--- src/rtl/rs_pkg.sv ---
// Shared types and helpers for the age-ordered reservation station.
// Struct fields are sized to the largest supported widths and zero-extended.
package rs_pkg;

    localparam int MAX_PREG    = 16;
    localparam int MAX_ROB     = 16;
    localparam int MAX_PAYLOAD = 128;

    typedef logic [MAX_PREG-1:0]    preg_t;
    typedef logic [MAX_ROB-1:0]     rob_t;
    typedef logic [MAX_PAYLOAD-1:0] payload_t;

    typedef struct packed {
        logic     valid;
        logic     rs1_ready;
        logic     rs2_ready;
        preg_t    prs1;
        preg_t    prs2;
        preg_t    prd;
        rob_t     rob_tag;
        payload_t payload;
    } rs_entry_t;

    // Distance from the ROB head, modulo 2^w; wrap-around falls out of this.
    function automatic rob_t rob_age(rob_t tag, rob_t head, int unsigned w);
        rob_t mask;
        mask = rob_t'((64'd1 << w) - 64'd1);
        return (tag - head) & mask;
    endfunction

endpackage

--- src/rtl/rs_age_select.sv ---
// Oldest-ready picker: grants the ready slot with the smallest age.
// Ports: ready vector, flattened ages in; one-hot grant and found out.
module rs_age_select #(
    parameter int N  = 8,
    parameter int AW = 16
) (
    input  logic [N-1:0]    ready,
    input  logic [N*AW-1:0] ages,
    output logic [N-1:0]    grant,
    output logic            found
);

    logic [AW-1:0] best;

    // Strict less-than keeps the lowest index on an age tie.
    always_comb begin
        grant = '0;
        found = 1'b0;
        best  = '0;
        for (int i = 0; i < N; i++) begin
            if (ready[i] && (!found || ages[i*AW +: AW] < best)) begin
                grant    = '0;
                grant[i] = 1'b1;
                found    = 1'b1;
                best     = ages[i*AW +: AW];
            end
        end
    end

endmodule

--- src/rtl/age_ordered_rs.sv ---
// Age-ordered reservation station: allocate, CDB wakeup, oldest-first issue, flush.
// Ports: alloc (i_*), o_full/o_count, CDB wakeup, rob head, issue handshake, mispredict.
module age_ordered_rs
    import rs_pkg::*;
#(
    parameter int PREG_WIDTH = 7,
    parameter int ROB_WIDTH  = 4,
    parameter int RS_SIZE    = 8,
    parameter int NUM_CDB    = 2,
    parameter int PAYLOAD_W  = 70,
    localparam int CW = $clog2(RS_SIZE + 1),
    localparam int IW = $clog2(RS_SIZE)
) (
    input  logic                          clk,
    input  logic                          reset,
    input  logic                          i_valid,
    input  logic [PREG_WIDTH-1:0]         i_prs1,
    input  logic [PREG_WIDTH-1:0]         i_prs2,
    input  logic [PREG_WIDTH-1:0]         i_prd,
    input  logic [ROB_WIDTH-1:0]          i_rob_tag,
    input  logic [PAYLOAD_W-1:0]          i_payload,
    input  logic                          i_rs1_ready,
    input  logic                          i_rs2_ready,
    output logic                          o_full,
    output logic [CW-1:0]                 o_count,
    input  logic [NUM_CDB-1:0]            i_cdb_valid,
    input  logic [NUM_CDB*PREG_WIDTH-1:0] i_cdb_prd,
    input  logic [ROB_WIDTH-1:0]          i_rob_head,
    input  logic                          i_eu_ready,
    output logic                          o_issue_valid,
    output logic [PREG_WIDTH-1:0]         o_issue_prs1,
    output logic [PREG_WIDTH-1:0]         o_issue_prs2,
    output logic [PREG_WIDTH-1:0]         o_issue_prd,
    output logic [ROB_WIDTH-1:0]          o_issue_rob_tag,
    output logic [PAYLOAD_W-1:0]          o_issue_payload,
    input  logic                          branch_mispredict,
    input  logic [ROB_WIDTH-1:0]          branch_rob_tag
);

    rs_entry_t ent   [RS_SIZE];
    rs_entry_t ent_n [RS_SIZE];

    rob_t                   age [RS_SIZE];
    logic [RS_SIZE*MAX_ROB-1:0] ages_flat;
    logic [RS_SIZE-1:0]     ready_vec;
    logic [RS_SIZE-1:0]     grant;
    logic                   found;
    logic [CW-1:0]          count;
    logic [IW-1:0]          free_idx;
    rob_t                   head;
    rob_t                   bage;
    rs_entry_t              iss;
    logic                   issue_fire;
    logic                   alloc_fire;

    // Tag 0 is the hardwired zero register and is never woken.
    function automatic logic cdb_hit(preg_t tag);
        logic hit;
        hit = 1'b0;
        for (int k = 0; k < NUM_CDB; k++) begin
            if (i_cdb_valid[k] && tag != '0 &&
                preg_t'(i_cdb_prd[k*PREG_WIDTH +: PREG_WIDTH]) == tag)
                hit = 1'b1;
        end
        return hit;
    endfunction

    always_comb begin
        head      = rob_t'(i_rob_head);
        bage      = rob_age(rob_t'(branch_rob_tag), head, ROB_WIDTH);
        ages_flat = '0;
        ready_vec = '0;
        count     = '0;
        free_idx  = '0;
        for (int i = 0; i < RS_SIZE; i++) begin
            age[i] = rob_age(ent[i].rob_tag, head, ROB_WIDTH);
            ages_flat[i*MAX_ROB +: MAX_ROB] = age[i];
            ready_vec[i] = ent[i].valid & ent[i].rs1_ready & ent[i].rs2_ready;
            count = count + CW'(ent[i].valid);
        end
        for (int i = RS_SIZE - 1; i >= 0; i--) begin
            if (!ent[i].valid)
                free_idx = IW'(i);
        end
    end

    rs_age_select #(
        .N  (RS_SIZE),
        .AW (MAX_ROB)
    ) u_sel (
        .ready (ready_vec),
        .ages  (ages_flat),
        .grant (grant),
        .found (found)
    );

    assign o_count    = count;
    assign o_full     = (count == CW'(RS_SIZE));
    assign issue_fire = found && i_eu_ready;
    assign alloc_fire = i_valid && !o_full && !branch_mispredict;

    always_comb begin
        iss = '0;
        for (int i = 0; i < RS_SIZE; i++) begin
            if (grant[i])
                iss = ent[i];
        end
    end

    assign o_issue_valid   = found;
    assign o_issue_prs1    = iss.prs1[PREG_WIDTH-1:0];
    assign o_issue_prs2    = iss.prs2[PREG_WIDTH-1:0];
    assign o_issue_prd     = iss.prd[PREG_WIDTH-1:0];
    assign o_issue_rob_tag = iss.rob_tag[ROB_WIDTH-1:0];
    assign o_issue_payload = iss.payload[PAYLOAD_W-1:0];

    always_comb begin
        for (int i = 0; i < RS_SIZE; i++) begin
            ent_n[i] = ent[i];
            if (ent[i].valid) begin
                if (cdb_hit(ent[i].prs1))
                    ent_n[i].rs1_ready = 1'b1;
                if (cdb_hit(ent[i].prs2))
                    ent_n[i].rs2_ready = 1'b1;
                if (issue_fire && grant[i])
                    ent_n[i].valid = 1'b0;
                if (branch_mispredict && age[i] > bage)
                    ent_n[i].valid = 1'b0;
            end
            // Free slot is never a flush or issue target, so no conflict.
            if (alloc_fire && free_idx == IW'(i)) begin
                ent_n[i]           = '0;
                ent_n[i].valid     = 1'b1;
                ent_n[i].prs1      = preg_t'(i_prs1);
                ent_n[i].prs2      = preg_t'(i_prs2);
                ent_n[i].prd       = preg_t'(i_prd);
                ent_n[i].rob_tag   = rob_t'(i_rob_tag);
                ent_n[i].payload   = payload_t'(i_payload);
                ent_n[i].rs1_ready = i_rs1_ready | cdb_hit(preg_t'(i_prs1));
                ent_n[i].rs2_ready = i_rs2_ready | cdb_hit(preg_t'(i_prs2));
            end
        end
    end

    always_ff @(posedge clk) begin
        if (reset) begin
            for (int i = 0; i < RS_SIZE; i++)
                ent[i] <= '0;
        end else begin
            for (int i = 0; i < RS_SIZE; i++)
                ent[i] <= ent_n[i];
        end
    end

endmodule

--- config.mk ---
export PLATFORM = sky130hd
export DESIGN_NAME = age_ordered_rs
export DESIGN_NICKNAME = d
export VERILOG_FILES = /design/src/rtl/rs_pkg.sv /design/src/rtl/rs_age_select.sv /design/src/rtl/age_ordered_rs.sv
export SDC_FILE = /design/constraint.sdc
export NUM_CORES = 2
export LEC_CHECK = 0
export ABC_CLOCK_PERIOD_IN_PS = 21500
export BUFFER_PORTS_ARGS = -buffer_cell sky130_fd_sc_hd__buf_2
export CORE_MARGIN = 5
export CORE_UTILIZATION = 50
export DETAILED_ROUTE_END_ITERATION = 6
export PLACE_DENSITY = 0.68
export SKIP_CTS_REPAIR_TIMING = 1
export SLEW_MARGIN = 30
export SYNTH_ARGS = -nofsm -noshare
export SYNTH_HDL_FRONTEND = slang
export SYNTH_SLANG_ARGS = --single-unit
--- constraint.sdc ---
create_clock -name clk -period 21.5 [get_ports clk]
set_input_delay 4.3 -clock clk [delete_from_list [all_inputs] [get_ports clk]]
set_output_delay 4.3 -clock clk [all_outputs]
set_load 0.01 [all_outputs]
==> results_dict.tcl <==
set metrics [dict create \
    status "complete, but fails checks" \
    violations "design-rule violations" \
    tightestPinTransition_ns 1.07 \
    synth-xor-area-share 0.0644 \
    r2r_start "ent[0][129]" \
    die-width_um 290 \
    synth-async-reset-ratio 0 \
    nFillCells 7290 \
    drc 8 \
    yosysTopAreaCell "dfxtp_1" \
    fmax_mhz 47.3 \
    vias 39700 \
    combPwrFrac 0.072 \
    power_switching_uw 811 \
    synth_top_family_by_area "simple AND/OR/NAND/NOR gates" \
    synthDistinctLibCells 76 \
    path_common_cell "ha_1" \
    cp.required_ns 17.20 \
    slew_viol_final 0 \
    clk_pin_slew_ns 0.06 \
    period_minus_slack_ns 21.13 \
    ys_top_cells_by_area "dfxtp_1 40%, nand2_1 16%, a21oi_1 12%" \
    numCtsBuffers 86 \
    crit_arrival_ns 16.83 \
    wl_per_cell_um 24.8 \
    hold_path_class "flop to flop" \
    fin_cells 6301 \
    ys_seq_area_frac 0.401 \
    crit_slowest_cell "a221oi_1" \
    synth-simple-area-share 0.222 \
    max_stage_delay_ns 0.58 \
    path_class "primary input to output pin" \
    regMostFlops "ent" \
    synth_compound_area_frac 0.218 \
    fin_crit_sh 0.983 \
    final_layout_size_suffix_gt1_frac 0.110 \
    syn-num-nets 5461 \
    syn2layout_area_growth_pct 12.1 \
    place_congestion 0.945 \
    largest_reg_flops 784 \
    pre_cts_ws_ns -0.610 \
    end_kind "output pin" \
    port_buffers 226 \
    max_cap_violations 0 \
    grt_pass1_wl_um 230000 \
    synthFlopType "dfxtp_1" \
    ys_ff_latch 784 \
    synth_area_per_cell_um2 7.46 \
    cts.htree.levels 3 \
    pwr-share-clk 0.475 \
    clock-sinks 784 \
    synth_cells 5247 \
    swShare 0.249 \
    antenna_found_initial 19 \
    cts_tree "done" \
    critPathTopFamily "compound AO/OA/AOI/OAI gates" \
    drt_iter0_drc 5421 \
    power_density_nw_per_um2 74.3 \
    cts_root_buf "clkbuf_16" \
    synth_edf_count 0 \
    grt_pass1_vias 36600 \
    finalNetCount 5392 \
    skew_ns 0.0312 \
    synth_area_um2 39200 \
    final-hold-violation-count 0 \
    setup_violations 0 \
    largest_registers "ent: 784 flops" \
    power_frac_seq 0.453 \
    synth_mux_area_frac 0.00131 \
    ys_top_cells_by_count "1633 x nand2_1, 925 x a21oi_1, 784 x dfxtp_1" \
    yosys.area_share.adder 0.0306 \
    cp-start-kind "primary input" \
    grt_overflow 0 \
    yosys_warnings 0 \
    tns_ns 0 \
    internal_power_mw 2.45 \
    cp_num_buf_inv 9 \
    dp.cells 6096 \
    worstHoldStart "ent[1][641]" \
    grt.total_usage 0.345 \
    viasPerCell 6.31 \
    die_y_um 290 \
    insertion_delay_ns 0.66 \
    dr.pass1.iters 7 \
    place_hpwl_um 89100 \
    peakVddDrop_mv 0.0566 \
    layout_setup_ws_ns 0.374 \
    io_pins 227 \
    grt_max_degree 157 \
    drt-total-wl_um 156000 \
    core_um2 77600 \
    synth.most_common_cell "nand2_1" \
    row_count 102 \
    leakagePower_nw 15.6 \
    synth_top_area_share 0.401 \
    start_util 0.505 \
    detail-route-antenna-nets 0 \
    cts.path.max_buffers 3 \
    cp-startpoint "i_rob_head[1]" \
    slew_headroom 0.286 \
    finalPower_mw 3.26 \
    die_area_um2 84000 \
    path_max_fanout 15 \
]
[layout make-up]
| cell class | instances | area, µm² | share of cell area |
|---|---|---|---|
| multi-input combinational | 3911 | 21400 | 0.488 |
| tap | 1040 | 1300 | 0.0296 |
| sequential | 784 | 15700 | 0.358 |
| clock inverter | 34 | 419 | 0.00955 |
| inverter | 45 | 173 | 0.00393 |
| clock buffer | 124 | 2540 | 0.0578 |
| timing repair buffer | 350 | 2300 | 0.0524 |
| antenna | 13 | 32.5 | 0.000741 |
[layout by cell type (no fill, tap or decap), types with 63 or more instances in the layout]
cell,count
ha_1,75
o21ai_0,85
buf_4,102
clkbuf_16,89
nand2_1,1623
a21oi_1,921
nor3_1,75
buf_2,225
dfxtp_1,784
nand3_1,66
nor2_1,108
nand4_1,63
xor2_1,140
xnor2_1,148
[per-stage QoR]
| step | utilization | hold WS [ns] | cell area [µm²] |
|---|---|---|---|
| 3_3_place_gp | 0.520 | 0.434 | 40300 |
| 5_1_grt | 0.565 | 0.461 | 43900 |
| 4_1_cts | 0.559 | 0.448 | 43300 |
| 2_1_floorplan | - | 0.429 | 39200 |
| 3_5_place_dp | 0.521 | 0.442 | 40400 |
| 6_report | 0.566 | 0.448 | 43900 |
[power groups by stage]
stage	combinational, mW	clock [mW]	sequential, mW
after CTS	0.225	1.55	1.48
after floorplan	0.164	0	1.51
final	0.234	1.55	1.48
after global placement	0.219	0	1.51
after detailed placement	0.224	0	1.51
after global routing	0.253	1.62	1.48
[worst paths after layout]
path / cells past startpoint / to / slack, ns
max: 61 / o_issue_prs2[5] / 0.37
min reg2reg: 2 / ent[1][641] / 0.45
min: 2 / ent[1][641] / 0.45
max reg2reg: 58 / ent[0][194] / 9.07
[cells by family (layout without fill, tap and decap cells)]
kind of cell | after synthesis | in the layout
mux | 5 | 5
simple gates | 2104 | 2105
xor+xnor | 288 | 288
buf+inv | 553 | 553
other cells | 0 | 13
fa+ha+maj | 88 | 88
flops | 784 | 784
compound gates | 1425 | 1425
[routing by layer]
metal	global-route usage	vias up	wire, µm
li1	-	17800	-
met1	0.456	18700	59900
met2	0.531	2663	67300
met3	0.0860	585	20400
met4	0.163	12	8360
met5	0	-	75
[worst register-to-register path, delay by kind of cell (launching register included)]
family / cells / cell delay [ns]
fa+ha+maj: 8 / 2.36
simple gates: 13 / 1.72
compound gates: 27 / 5.45
mux: 2 / 0.61
buf+inv: 7 / 1.46
xor+xnor: 1 / 0.21
flops: 1 / 0.48
(Power assumes the default switching activity.)
